===== src/rtl/vid_timing_src_pkg.sv =====
`default_nettype none
// ============================================================================
//  Module   : vid_timing_src_pkg
//  Brief    : Shared FSM encoding and video timing presets for vid_timing_src.
//  Revision : 1.0 - initial release
// ============================================================================
package vid_timing_src_pkg;

    typedef enum logic [0:0] {
        ST_IDLE = 1'b0,
        ST_RUN  = 1'b1
    } state_t;

    // 640x480@60 (25.175 MHz pixel clock)
    localparam int c_VGA_H_SYNC  = 96;
    localparam int c_VGA_H_BACK  = 48;
    localparam int c_VGA_H_DISP  = 640;
    localparam int c_VGA_H_FRONT = 16;
    localparam int c_VGA_V_SYNC  = 2;
    localparam int c_VGA_V_BACK  = 33;
    localparam int c_VGA_V_DISP  = 480;
    localparam int c_VGA_V_FRONT = 10;

    // 800x480 parallel-RGB LCD panel
    localparam int c_LCD_H_SYNC  = 128;
    localparam int c_LCD_H_BACK  = 88;
    localparam int c_LCD_H_DISP  = 800;
    localparam int c_LCD_H_FRONT = 40;
    localparam int c_LCD_V_SYNC  = 2;
    localparam int c_LCD_V_BACK  = 33;
    localparam int c_LCD_V_DISP  = 480;
    localparam int c_LCD_V_FRONT = 10;

    function automatic int axis_total(input int sync, input int back,
                                      input int disp, input int front);
        return sync + back + disp + front;
    endfunction

endpackage
`default_nettype wire


===== src/rtl/vid_axis_cnt.sv =====
`default_nettype none
// ============================================================================
//  Module   : vid_axis_cnt
//  Brief    : One timing axis: wrapping counter with sync/active region decode.
//  Revision : 1.0 - initial release
// ============================================================================
module vid_axis_cnt
    import vid_timing_src_pkg::*;
#(
    parameter int SYNC  = 96,
    parameter int BACK  = 48,
    parameter int DISP  = 640,
    parameter int FRONT = 16
)(
    input  logic        clk,
    input  logic        rst,
    input  logic        clr,
    input  logic        inc,
    output logic        at_last,
    output logic        is_zero,
    output logic        in_sync,
    output logic        in_active,
    output logic [10:0] pos
);

    localparam logic [11:0] c_LAST   = 12'(axis_total(SYNC, BACK, DISP, FRONT) - 1);
    localparam logic [11:0] c_SYNC   = 12'(SYNC);
    localparam logic [11:0] c_ACT_LO = 12'(SYNC + BACK);
    localparam logic [11:0] c_ACT_HI = 12'(SYNC + BACK + DISP);

    logic [11:0] r_cnt;

    // clr holds the axis at the origin while the source is idle
    always_ff @(posedge clk or posedge rst) begin
        if (rst) begin
            r_cnt <= '0;
        end else if (clr) begin
            r_cnt <= '0;
        end else if (inc) begin
            r_cnt <= (r_cnt == c_LAST) ? '0 : r_cnt + 12'd1;
        end
    end

    assign at_last   = (r_cnt == c_LAST);
    assign is_zero   = (r_cnt == 12'd0);
    assign in_sync   = (r_cnt < c_SYNC);
    assign in_active = (r_cnt >= c_ACT_LO) && (r_cnt < c_ACT_HI);
    assign pos       = in_active ? 11'(r_cnt - c_ACT_LO) : 11'd0;

endmodule
`default_nettype wire


===== src/rtl/vid_timing_src.sv =====
`default_nettype none
// ============================================================================
//  Module   : vid_timing_src
//  Brief    : Frame timing generator and pixel source for the vip pipeline.
//  Revision : 1.0 - initial release
// ============================================================================
module vid_timing_src
    import vid_timing_src_pkg::*;
#(
    parameter int   H_SYNC   = c_VGA_H_SYNC,
    parameter int   H_BACK   = c_VGA_H_BACK,
    parameter int   H_DISP   = c_VGA_H_DISP,
    parameter int   H_FRONT  = c_VGA_H_FRONT,
    parameter int   V_SYNC   = c_VGA_V_SYNC,
    parameter int   V_BACK   = c_VGA_V_BACK,
    parameter int   V_DISP   = c_VGA_V_DISP,
    parameter int   V_FRONT  = c_VGA_V_FRONT,
    parameter logic SYNC_POL = 1'b0
)(
    input  logic        clk,
    input  logic        rst,
    input  logic        en,
    output logic        pix_req,
    input  logic [15:0] pix_data,
    output logic        frame_vsync,
    output logic        frame_hsync,
    output logic        frame_de,
    output logic [15:0] frame_rgb,
    output logic [10:0] xpos,
    output logic [10:0] ypos,
    output logic        frame_start,
    output logic        busy
);

    state_t      r_state;
    logic        r_de;
    logic        r_hsync;
    logic        r_vsync;
    logic [10:0] r_xpos;
    logic [10:0] r_ypos;
    logic        r_frame_start;

    logic        w_run;
    logic        w_h_last, w_h_zero, w_h_sync, w_h_act;
    logic        w_v_last, w_v_zero, w_v_sync, w_v_act;
    logic [10:0] w_h_pos, w_v_pos;
    logic        w_eof;
    logic        w_pix_req;

    assign w_run = (r_state == ST_RUN);

    vid_axis_cnt #(
        .SYNC  (H_SYNC),
        .BACK  (H_BACK),
        .DISP  (H_DISP),
        .FRONT (H_FRONT)
    ) u_h_axis (
        .clk       (clk),
        .rst       (rst),
        .clr       (~w_run),
        .inc       (1'b1),
        .at_last   (w_h_last),
        .is_zero   (w_h_zero),
        .in_sync   (w_h_sync),
        .in_active (w_h_act),
        .pos       (w_h_pos)
    );

    vid_axis_cnt #(
        .SYNC  (V_SYNC),
        .BACK  (V_BACK),
        .DISP  (V_DISP),
        .FRONT (V_FRONT)
    ) u_v_axis (
        .clk       (clk),
        .rst       (rst),
        .clr       (~w_run),
        .inc       (w_h_last),
        .at_last   (w_v_last),
        .is_zero   (w_v_zero),
        .in_sync   (w_v_sync),
        .in_active (w_v_act),
        .pos       (w_v_pos)
    );

    assign w_eof     = w_h_last & w_v_last;
    assign w_pix_req = w_run & w_h_act & w_v_act;

    // Both counters wrap to zero at end of frame on their own, so staying in
    // RUN there gives a gapless next frame; leaving only happens at that point.
    always_ff @(posedge clk or posedge rst) begin
        if (rst) begin
            r_state       <= ST_IDLE;
            r_de          <= 1'b0;
            r_hsync       <= ~SYNC_POL;
            r_vsync       <= ~SYNC_POL;
            r_xpos        <= '0;
            r_ypos        <= '0;
            r_frame_start <= 1'b0;
        end else begin
            case (r_state)
                ST_IDLE: if (en)            r_state <= ST_RUN;
                ST_RUN:  if (w_eof && !en)  r_state <= ST_IDLE;
                default:                    r_state <= ST_IDLE;
            endcase
            r_de          <= w_pix_req;
            r_hsync       <= (w_run && w_h_sync) ? SYNC_POL : ~SYNC_POL;
            r_vsync       <= (w_run && w_v_sync) ? SYNC_POL : ~SYNC_POL;
            r_xpos        <= w_pix_req ? w_h_pos : 11'd0;
            r_ypos        <= w_pix_req ? w_v_pos : 11'd0;
            r_frame_start <= w_run & w_h_zero & w_v_zero;
        end
    end

    assign pix_req     = w_pix_req;
    assign frame_de    = r_de;
    assign frame_hsync = r_hsync;
    assign frame_vsync = r_vsync;
    assign xpos        = r_xpos;
    assign ypos        = r_ypos;
    assign frame_start = r_frame_start;
    assign frame_rgb   = r_de ? pix_data : 16'h0000;
    assign busy        = w_run;

endmodule
`default_nettype wire

===== config.mk =====
export PLATFORM = sky130hd
export DESIGN_NAME = vid_timing_src
export DESIGN_NICKNAME = d
export VERILOG_FILES = /design/src/rtl/vid_timing_src_pkg.sv /design/src/rtl/vid_axis_cnt.sv /design/src/rtl/vid_timing_src.sv
export SDC_FILE = /design/constraint.sdc
export NUM_CORES = 1
export LEC_CHECK = 0
export ABC_AREA = 1
export BUFFER_PORTS_ARGS = -buffer_cell sky130_fd_sc_hd__buf_4
export CAP_MARGIN = 20
export CELL_PAD_IN_SITES_DETAIL_PLACEMENT = 1
export CELL_PAD_IN_SITES_GLOBAL_PLACEMENT = 2
export CORE_MARGIN = 10
export CORE_UTILIZATION = 30
export CTS_CLUSTER_DIAMETER = 40
export DETAILED_ROUTE_END_ITERATION = 12
export GPL_ROUTABILITY_DRIVEN = 0
export HOLD_SLACK_MARGIN = 0.05
export PLACE_DENSITY = 0.79
export SLEW_MARGIN = 0
export SYNTH_ARGS = -nofsm -noshare
export SYNTH_HDL_FRONTEND = slang
export SYNTH_SLANG_ARGS = --single-unit

===== constraint.sdc =====
create_clock -name clk -period 4.2 [get_ports clk]
set_input_delay 0.63 -clock clk [delete_from_list [all_inputs] [get_ports clk]]
set_output_delay 0.63 -clock clk [all_outputs]
set_load 0.05 [all_outputs]

== Word level (Yosys, flattened, before mapping) ==
Cells that the tools add are included.

* Reduce and logical (&&, ||, !) cells: 8
* $add $sub $neg: 4
* Equality and inequality tests: 3
* Muxes and demuxes: 15
* Bitwise operators: 6
* $lt $le $gt $ge: 6

{| class="wikitable"
|+ Operators by type and width
! kind !! number
|-
| $mux 12 || 5
|-
| $mux 11 || 4
|-
| $add 12x1->12 const B || 2
|-
| $eq 12x10->1 const B || 2
|-
| $logic_not 12->1 || 2
|-
| $lt 12x10->1 const B || 2
|-
| $mux 16 || 1
|-
| $ge 12x6->1 const B || 1
|-
| $ge 12x8->1 const B || 1
|-
| $lt 12x2->1 const B || 1
|-
| $lt 12x7->1 const B || 1
|-
| $sub 11x6->11 const B || 1
|-
| $sub 11x8->11 const B || 1
|-
| $and 1x1->1 || 5
|-
| $logic_and 1x1->1 || 5
|-
| $mux 1 || 4
|-
| $ne 2x1->1 const B || 1
|-
| $pmux 1 s2 || 1
|-
| $logic_not 1->1 || 1
|-
| $not 1->1 || 1
|}

* Output and inout bits: 44
* Flip-flop bits (word level): 51
* Logic and storage cells: 51
* Input bits: 19

== Logic depth before layout (Yosys ltp) ==
Gate-level depths: netlist (run 1).

* Word-level depth: 5
* Gate-level depth with buffers: 10
* Gate-level depth less buffers: 9

== By module ==
From an unflattened synthesis (run 1), not the netlist that was laid out.

* Cells, all modules: 463
* Area total of the unflattened synthesis: 3349.5 sq um

{| class="wikitable"
|+ Modules (own cells, without submodules)
! module !! times used !! seq. area each (sq um) !! cells each !! area an instance (sq um)
|-
| vid_axis_cnt at u_v_axis || 1 || 300.3 || 188 || 1178.6
|-
| vid_timing_src || 1 || 678.2 || 121 || 1119.8
|-
| vid_axis_cnt at u_h_axis || 1 || 300.3 || 154 || 1051.0
|}

== Worst setup path after synthesis (run 1) ==
OpenSTA, ideal clock, no wires.

* Kind: register to output
* Start point: register r_state (netlist: busy)
* End point: output port pix_req
* Arrival: 1.712 ns
* Cell stages (with the launch flop): 8
* Slack: 1.858 ns
* Path buffers: 1
* Cells stage by stage: dfrtp_1 inv_1 nor3_1 nand2_1 nor2_1 nand2_2 buf_6 inv_1

* Word-level cells in the longest chain between the ends: 2

{| class="wikitable"
|+ Ends and longest elaborated chain
! element !! RTL line !! text
|-
| from (decl) || vid_timing_src.sv:35 || <nowiki>state_t r_state;</nowiki>
|-
| from (signal assigned) || vid_timing_src.sv:93 || <nowiki>r_state <= ST_IDLE;</nowiki>
|-
| from (signal assigned) || vid_timing_src.sv:102 || <nowiki>ST_IDLE: if (en) r_state <= ST_RUN;</nowiki>
|-
| from (signal assigned) || vid_timing_src.sv:103 || <nowiki>ST_RUN: if (w_eof && !en) r_state <= ST_IDLE;</nowiki>
|-
| $and 1x1->1 (2 in a row) || vid_timing_src.sv:87 || <nowiki>assign w_pix_req = w_run & w_h_act & w_v_act;</nowiki>
|-
| to (decl) || vid_timing_src.sv:23 || <nowiki>output logic pix_req,</nowiki>
|}

No other way between the ends.

== Worst setup path after layout (run 1) ==
* Start point: register u_h_axis.r_cnt[4]
* End point: output port pix_req

* Word-level cells in the longest chain between the ends: 4
* Elaborated cells between the ends (all ways): 5
* Those cells by class: order compare: 2; bitwise: 2; reduce/logical: 1

{| class="wikitable"
|+ Ends and longest elaborated chain
! element !! RTL line !! text
|-
| from (decl) || vid_axis_cnt.sv:31 || <nowiki>logic [11:0] r_cnt;</nowiki>
|-
| from (signal assigned) || vid_axis_cnt.sv:40 || <nowiki>r_cnt <= (r_cnt == c_LAST) ? '0 : r_cnt + 12'd1;</nowiki>
|-
| $ge 12x8->1 / $lt 12x10->1 (equally long branches) || vid_axis_cnt.sv:47 || <nowiki>assign in_active = (r_cnt >= c_ACT_LO) && (r_cnt < c_ACT_HI);</nowiki>
|-
| $logic_and 1x1->1 * || vid_axis_cnt.sv:47 ||
|-
| $and 1x1->1 * (2 in a row) || vid_timing_src.sv:87 ||
|}

Every way passes the cells marked *; elsewhere a longest branch is shown, timed or not.

==> results_dict.tcl, run 1 <==
set metrics [dict create \
    syn_area_sq_um 2760 \
    power.leakage_nw 1.91 \
    vias 2379 \
    p_per_area_nw_per_um2 342 \
    clock_skew_ns 0.00547 \
    clock_path_buffers 2 \
    slowest_stage "dfrtp_1" \
    status "completed" \
    synth_fp_nets 371 \
    setup_violations 0 \
    clkSinkCount 51 \
    final_cell_area_sq_um 3370 \
    drt_wl_total_um 7450 \
    tightest_slew_ns 0.669 \
    nets 429 \
    placed_area_sq_um 3290 \
    path_cells "inv_1 -> ha_1 -> inv_1 -> o21ai_1 -> nand2_1 -> nor2_1 -> nor2_2 -> nand2_2 -> inv_1 -> buf_4" \
    fp-row-count 34 \
    wire_per_inst_um 14.5 \
    synthTopCellsByArea "dfrtp_1, nand2_1, inv_1" \
    end_kind "output pin" \
    timing.fmax_ghz 0.316 \
    avgSynthCellArea_sq_um 8.01 \
    grt_usage 0.114 \
    postCtsHoldBufs 0 \
    area_growth_syn_to_layout_pct 22.1 \
    reg2reg_depth 9 \
    core-area_sq_um 8850 \
    worst_ep_arrival_time_ns 2.54 \
    post_cts_buffers 0 \
    dr.pass1.iters 4 \
    grt_pass1_wl_um 12300 \
    rsz0062_at_grt "no" \
    grt_pass1_vias 2460 \
    crit_fanout 22 \
    portBuffers 62 \
    cts_made_buffers 5 \
    grt_max_degree 52 \
    ys_ff_latch 51 \
    synth_cells 345 \
    ir_worst_vdd_uv 172 \
    dpl.hpwl_um 5830 \
    clkTransAtPathRegs_ns 0.09 \
    relSlewSlack 0.552 \
    final_hold_viol_count 0 \
    htree_levels 2 \
    clk_latency_ns 0.30 \
    cts-root-buf "clkbuf_8" \
    postRouteAntennaNets 0 \
    layoutNonFillerInstCount 512 \
    reg2reg_slack_ns 2.04 \
    path_class "flop to output pin" \
    total_power_mw 1.15 \
    slew_violations 0 \
    die_h_um 116 \
    antenna_found_initial 0 \
    n_antenna_cell 0 \
    gr-total-overflow 0 \
    cp_common_cell "inv_1" \
    period_needed_ns 3.17 \
    die_x_um 116 \
    drive_gt1_frac 0.262 \
    setup_tns_ns 0 \
    start_kind "flop" \
    hp-class "input pin to asynchronous set/reset pin" \
    io_pins 63 \
    cap_violations 0 \
    place_inst 504 \
    crit_path_max_incr_delay_ns 0.49 \
    dr.first_iter.drc_count 109 \
    crit_required_ns 3.57 \
    ctsResizeCount 0 \
    drc 0 \
    period_share 0.754 \
    cts_tree "done" \
    drt-vias-per-instance 4.65 \
    synth_top_area_share 0.444 \
    dieArea_sq_um 13400 \
    start_util 0.312 \
    synth_area_leader_cell "dfrtp_1" \
    yosys_warnings 0 \
    seq_area_frac_synth 0.463 \
    ys_types 31 \
]
cell type report:
type	instances	area, sq um
repair buffers	63	473
inverters	48	180
multi-input cells	234	1220
clock buffers	6	72.6
fillers	1106	5480
flip-flops and latches	51	1280
clock inverters	2	12.5
well taps	108	135
cells by family (layout without fill, tap and decap cells):
logic type,Yosys count,count (layout),share of synthesized area
and+or+nand+nor,184,184,0.311
buffers and inverters,60,119,0.0956
DFF,51,51,0.463
AOI/OAI and AO/OA,29,29,0.0562
xor gates and xnor gates,13,13,0.0412
adders and majority gates,7,7,0.0317
other,1,1,0.00136
cells in the final DEF, fill, tap and decap left out, types with 2 or more instances in the layout:
cell type  instances
nand2_1           80
buf_4             63
dfrtp_1           49
inv_1             46
nor2_1            33
nor2_2            23
nand3_1           17
o21ai_0           14
xor2_1            12
nand4_1           11
a21oi_1            9
nor3_1             8
ha_1               7
clkbuf_8           5
nand2_2            4
nor2_4             4
inv_2              2
o21ai_1            2
dfstp_2            2
registers in the layout, indices dropped and copies added, names as in the netlist:
signal / cells
ypos: 11
xpos: 11
busy: 1
frame_de: 1
u_h_axis.r_cnt: 12
frame_vsync: 1
u_v_axis.r_cnt: 12
frame_hsync: 1
frame_start: 1
stage by stage:
stage | setup WS, ns | hold WS (ns) | util
5_1_grt | 0.706 | 0.500 | 0.381
3_3_place_gp | 1.44 | 0.487 | 0.371
4_1_cts | 0.971 | 0.500 | 0.381
2_1_floorplan | 1.86 | 0.451 | -
6_report | 1.03 | 0.470 | 0.381
3_5_place_dp | 1.32 | 0.504 | 0.371
synthesized netlist by cell type:
cell,instances
nor3b_1,1
buf_6,4
buf_4,1
nor2_2,23
a31oi_1,1
o21a_1,1
xor2_1,12
o21ai_1,2
nor2_4,4
a21oi_2,1
nand3b_1,1
dfrtp_1,49
o21ai_0,14
or2_1,1
nand3_1,17
nor2_1,33
nand4_1,11
conb_1,1
ha_1,7
nor3_1,8
nand2_1,80
inv_1,47
clkbuf_1,3
a21oi_1,9
dfstp_2,2
o21bai_1,1
xnor2_1,1
and3_1,1
inv_2,1
buf_2,4
nand2_2,4
per-layer routing:
layer  wire [um]  vias to the layer above  global-route usage
li1            -                     1181                   -
met1        3470                     1122               0.145
met2        3330                       70               0.182
met3         562                        6              0.0331
met4          93                        0              0.0350
met5           0                        -                   0
power breakdown:
part | switching, mW | internal (mW)
Clock | 0.164 | 0.117
Sequential | 0.0609 | 0.535
Combinational | 0.173 | 0.102
worst max-delay path: cells and delay by family (launching register included):
kind	cells	cell delay [ns]
AND/OR/NAND/NOR	4	0.75
buffers and inverters	4	0.54
flip-flops	1	0.49
adder cells (fa/ha/maj)	1	0.23
AO/OA/AOI/OAI	1	0.22
worst paths after layout:
path	startpoint	endpoint
min in group clk	en	busy$_DFF_PP0_
max in group asynchronous	rst	u_h_axis.r_cnt[8]$_DFF_PP0_
worst min-delay path	rst	ypos[10]$_DFF_PP0_
worst max-delay path	u_h_axis.r_cnt[4]$_DFF_PP0_	pix_req
worst max register to register	u_h_axis.r_cnt[4]$_DFF_PP0_	xpos[10]$_DFF_PP0_
worst min register to register	u_h_axis.r_cnt[0]$_DFF_PP0_	u_h_axis.r_cnt[0]$_DFF_PP0_
(Power assumes the default switching activity.)
==> inputs of run 2 (changes only) <==
CORE_UTILIZATION = 28   (was 30)
PLACE_DENSITY = 0.78   (was 0.79)
clock period = 2.85 ns   (was 4.2 ns; I/O delays follow)
==> run 2 against run 1 <==
  * Via count down 0.25%
  * Sequential share of layout area fell by 0.60 points
  * Critical endpoint unchanged
  * Largest power group unchanged
  * Cell count is 5.5% higher
  * Total power up 48%
  * Sequential cell count unchanged
  * Non-clock buffer count is 3 higher
==> results_dict.tcl, run 2 (synthesized netlist as in run 1, its figures left out) <==
set metrics [dict create \
    multi_input_area_sq_um 1220 \
    core-area_sq_um 9680 \
    clock_path_buffers 2 \
    wire_per_inst_um 14.1 \
    start_kind "flop" \
    timing.fmax_ghz 0.418 \
    dr.first_iter.drc_count 96 \
    ir_worst_vdd_uv 235 \
    swShare 0.347 \
    status "completed" \
    hold_ws_ns 0.295 \
    top_regs "u_h_axis.r_cnt (12), u_v_axis.r_cnt (12)" \
    p_per_area_nw_per_um2 497 \
    dpl.hpwl_um 5970 \
    fillers 1201 \
    worst_ep_arrival_time_ns 1.96 \
    p_sw_mw 0.591 \
    crit_fanout 7 \
    cts-root-buf "clkbuf_8" \
    clock_skew_ns 0.00824 \
    dieArea_sq_um 14200 \
    area_growth_syn_to_layout_pct 24.0 \
    start_util 0.285 \
    gr-total-overflow 0 \
    clkTransAtPathRegs_ns 0.10 \
    clk_latency_ns 0.31 \
    reg2reg_depth 10 \
    seqPwrFrac 0.513 \
    setup_violations 0 \
    layout_commonest_cell "nand2_1" \
    p_comb_frac 0.241 \
    path_class "flop to output pin" \
    internal_power_mw 1.11 \
    grt_pass1_wl_um 13000 \
    drt_wl_total_um 7630 \
    portBuffers 62 \
    cts_tree "done" \
    dr.pass1.iters 4 \
    relSlewSlack 0.559 \
    die_h_um 119 \
    nets 432 \
    r2r_end "xpos[10]$_DFF_PP0_" \
    post_cts_buffers 0 \
    postRouteAntennaNets 0 \
    cap_violations 0 \
    fp-row-count 36 \
    antenna_found_initial 0 \
    die_x_um 119 \
    rsz0062_at_grt "no" \
    final_hold_viol_count 0 \
    rr_startpoint "u_h_axis.r_cnt[4]$_DFF_PP0_" \
    clockPowerShare 0.246 \
    ctsResizeCount 0 \
    grt_pass1_vias 2524 \
    crit_required_ns 2.42 \
    io_pins 63 \
    slew_violations 0 \
    postCtsHoldBufs 0 \
    grt_max_degree 52 \
    drc 0 \
    clkSinkCount 51 \
    htree_levels 2 \
    seqCellArea_sq_um 1280 \
    period_needed_ns 2.39 \
    period_share 0.839 \
    setup_tns_ns 0 \
    grt_usage 0.109 \
    end_kind "output pin" \
    tightest_slew_ns 0.662 \
    final_cell_mix "nand2_1, buf_4, dfrtp_1, inv_1, nor2_1" \
    vias 2373 \
    power.leakage_nw 1.92 \
    reg2reg_slack_ns 0.89 \
    n_antenna_cell 0 \
    startpoint "u_h_axis.r_cnt[4]$_DFF_PP0_" \
    drt-vias-per-instance 4.39 \
    hp-class "input pin to asynchronous set/reset pin" \
    cts_made_buffers 5 \
    drive_gt1_frac 0.268 \
]
-- run 2: changes by cell type in the layout (fill, tap and decap cells not counted) --
| cell | change |
|---|---|
| buf_4 | +3 |
-- run 2: power by group through the flow --
stage	clock [mW]	combinational [mW]	sequential (mW)
2_1_floorplan	0	0.310	0.883
3_3_place_gp	0	0.414	0.884
3_5_place_dp	0	0.419	0.888
4_1_cts	0.441	0.423	0.874
5_1_grt	0.471	0.470	0.890
6_report	0.419	0.410	0.875
-- run 2: layout make-up --
cell class | count | area share
clock buffers | 6 | 0.0212
clock inverters | 2 | 0.00365
repair buffers | 66 | 0.145
multi-input cells | 234 | 0.356
flip-flops and latches | 51 | 0.373
well taps | 133 | 0.0486
inverters | 48 | 0.0526
-- run 2: worst max-delay path by stage --
stage	to	cells past startpoint	slack, ns
2_1_floorplan	pix_req	7	0.71
3_3_place_gp	pix_req	10	0.82
3_5_place_dp	pix_req	10	0.79
4_1_cts	pix_req	10	0.43
5_1_grt	pix_req	10	0.26
6_report	pix_req	10	0.46
-- run 2: metrics by stage --
stage | util | cells | area, sq um | total power [mW] | setup WS, ns
finish | 0.354 | 540 | 3430 | 1.70 | 0.458
floorplan | - | 345 | 2760 | 1.19 | 0.710
global placement | 0.345 | 532 | 3340 | 1.30 | 0.820
detailed placement | 0.345 | 532 | 3340 | 1.31 | 0.789
global route | 0.354 | 540 | 3430 | 1.83 | 0.260
CTS | 0.354 | 540 | 3430 | 1.74 | 0.426
-- run 2: layer usage --
layer,part of all wire,track usage
met5,0,0
met3,0.049,0.0222
met1,0.49,0.142
met2,0.45,0.177
met4,0.014,0.0324
-- run 2: critical path, stage by stage (launching register included) --
cell and delay, ns:
dfrtp_1 0.48, inv_1 0.14, ha_1 0.21, inv_1 0.05, o21ai_1 0.21, nand2_1 0.08
nor2_1 0.12, nor2_2 0.06, nand2_2 0.07, inv_1 0.05, buf_4 0.18
==> inputs of run 3 (changes only) <==
clock period = 2.1 ns   (was 2.85 ns; I/O delays follow)
==> run 3 against run 2 <==
  * Routed wire length rose by 3.2%
  * Largest power group unchanged
  * Via count is 3.3% higher
  * Clock skew is 0.0038 ns lower
  * Hold slack worse by 0.10 ns
  * First-iteration DRC count up 41%
  * Cell count is 1.9% higher
  * Register-to-register slack got worse by 0.64 ns
  * Sequential cell count did not move
  * Global-route usage grew 0.30 points
  * Count of clock-buffer cells in the layout fell by 1
  * Clock power up 66%
==> results_dict.tcl, run 3 (synthesized netlist as in run 1, its figures left out) <==
set metrics [dict create \
    vias 2451 \
    hp-class "input pin to flop" \
    postRouteAntennaNets 0 \
    power.leakage_nw 1.99 \
    fillers 1178 \
    timing.fmax_ghz 0.498 \
    grt_pass1_vias 2556 \
    wire_per_inst_um 14.3 \
    dieArea_sq_um 14200 \
    ir_worst_vdd_uv 352 \
    setup_violations 0 \
    crit_fanout 6 \
    start_kind "flop" \
    dr.first_iter.drc_count 135 \
    die_h_um 119 \
    die_x_um 119 \
    final_cell_mix "nand2_1, buf_4, dfrtp_1, inv_1" \
    grt_max_degree 32 \
    grt_pass1_wl_um 13300 \
    clkTransAtPathRegs_ns 0.10 \
    drt_wl_total_um 7870 \
    drc 0 \
    start_util 0.285 \
    cap_violations 0 \
    io_pins 63 \
    cts_tree "done" \
    grt_usage 0.112 \
    gr-total-overflow 0 \
    end_kind "output pin" \
    core-area_sq_um 9680 \
    cts-root-buf "clkbuf_8" \
    rsz0062_at_grt "no" \
    status "completed" \
    p_per_area_nw_per_um2 722 \
    cts_made_buffers 5 \
    total_power_mw 2.60 \
    worst_ep_arrival_time_ns 1.70 \
    slew_violations 0 \
    antenna_found_initial 0 \
    crit_required_ns 1.78 \
    dpl.hpwl_um 6220 \
    clk_latency_ns 0.31 \
    drive_gt1_frac 0.329 \
    portBuffers 62 \
    path_class "flop to output pin" \
    clkSinkCount 51 \
    final_hold_viol_count 0 \
    final_cell_area_sq_um 3600 \
    period_needed_ns 2.01 \
    period_share 0.957 \
    drt-vias-per-instance 4.46 \
    n_antenna_cell 0 \
    area_growth_syn_to_layout_pct 30.2 \
    htree_levels 2 \
    clock_path_buffers 2 \
    clock_skew_ns 0.00441 \
    top_regs "u_h_axis.r_cnt (12), u_v_axis.r_cnt (12)" \
    fp-row-count 36 \
    layout_commonest_cell "nand2_1" \
    dr.pass1.iters 4 \
    setup_tns_ns 0 \
    nets 442 \
    placed_area_sq_um 3390 \
]
-- run 3: cell types whose count changed in the layout (fill, tap and decap cells not counted), moves of 2 or more --
cell     before  now
dfrtp_1      49   45
nor2_1       33   28
inv_1        46   41
dfrtp_2       0    4
nor2_2       23   28
ha_1          7    5
inv_2         2    7
buf_4        66   72
-- run 3: area by class of cell --
| cell class | count | area [sq um] | share of cell area |
|---|---|---|---|
| Sequential cell | 51 | 1280 | 0.357 |
| Multi-Input combinational cell | 234 | 1260 | 0.349 |
| Timing Repair Buffer | 76 | 597 | 0.166 |
| Inverter | 48 | 180 | 0.0501 |
| Tap cell | 133 | 166 | 0.0463 |
| Clock buffer | 5 | 68.8 | 0.0191 |
| Clock inverter | 3 | 43.8 | 0.0122 |
-- run 3: worst paths after layout --
check                                               to  slack, ns  depth (start not counted)                     startpoint
max in group asynchronous        frame_vsync$_DFF_PP1_       0.92                          4                            rst
hold reg to reg            u_h_axis.r_cnt[0]$_DFF_PP0_       0.46                          1    u_h_axis.r_cnt[0]$_DFF_PP0_
setup / recovery                               pix_req       0.09                          7  u_v_axis.r_cnt[2]$_DFFE_PP0P_
setup reg to reg           u_h_axis.r_cnt[5]$_DFF_PP0_       0.25                          7    u_h_axis.r_cnt[0]$_DFF_PP0_
min in group asynchronous           ypos[10]$_DFF_PP0_       0.57                          3                            rst
hold / removal                          busy$_DFF_PP0_       0.19                          2                             en
-- run 3: timing repair --
item | 4_1_cts | 5_1_grt
buffers inserted | 2 | 2
pin swaps | 0 | 2
gates resized for setup | 6 | 16
hold endpoints to repair | 19 | 0
setup endpoints to repair | 1 | 1
hold buffers | 1 | 0
-- run 3: critical path: stages, from the launching register on --
cell	delay (ns)
dfrtp_1	0.48
nor2_4	0.23
nand2_2	0.09
o21a_1	0.21
nor2_2	0.09
nand2_2	0.07
inv_2	0.07
buf_8	0.14
-- run 3: metal layers --
metal  global-route usage  vias up  routed length (um)
li1                     -     1210                   -
met1                0.149     1172                3750
met2                0.180       62                3670
met3               0.0217        7                 354
met4               0.0309        0                  94
met5                    0        -                   0
-- run 3: metrics by stage --
stage                     worst slack [ns]  hold WS [ns]  cells   util
after global routing              0.000457         0.201    550  0.371
after detailed placement             0.217         0.380    537  0.350
after global placement               0.311         0.369    537  0.350
final                               0.0900         0.190    550  0.371
after floorplan                     0.0727         0.421    345      -
after CTS                          0.00135         0.190    548  0.365
-- run 3: report_power, final --
group	switching [mW]	leakage, nW	internal (mW)
Sequential	0.0858	0.673	1.07
Clock	0.342	0.0581	0.355
Combinational	0.436	1.26	0.304
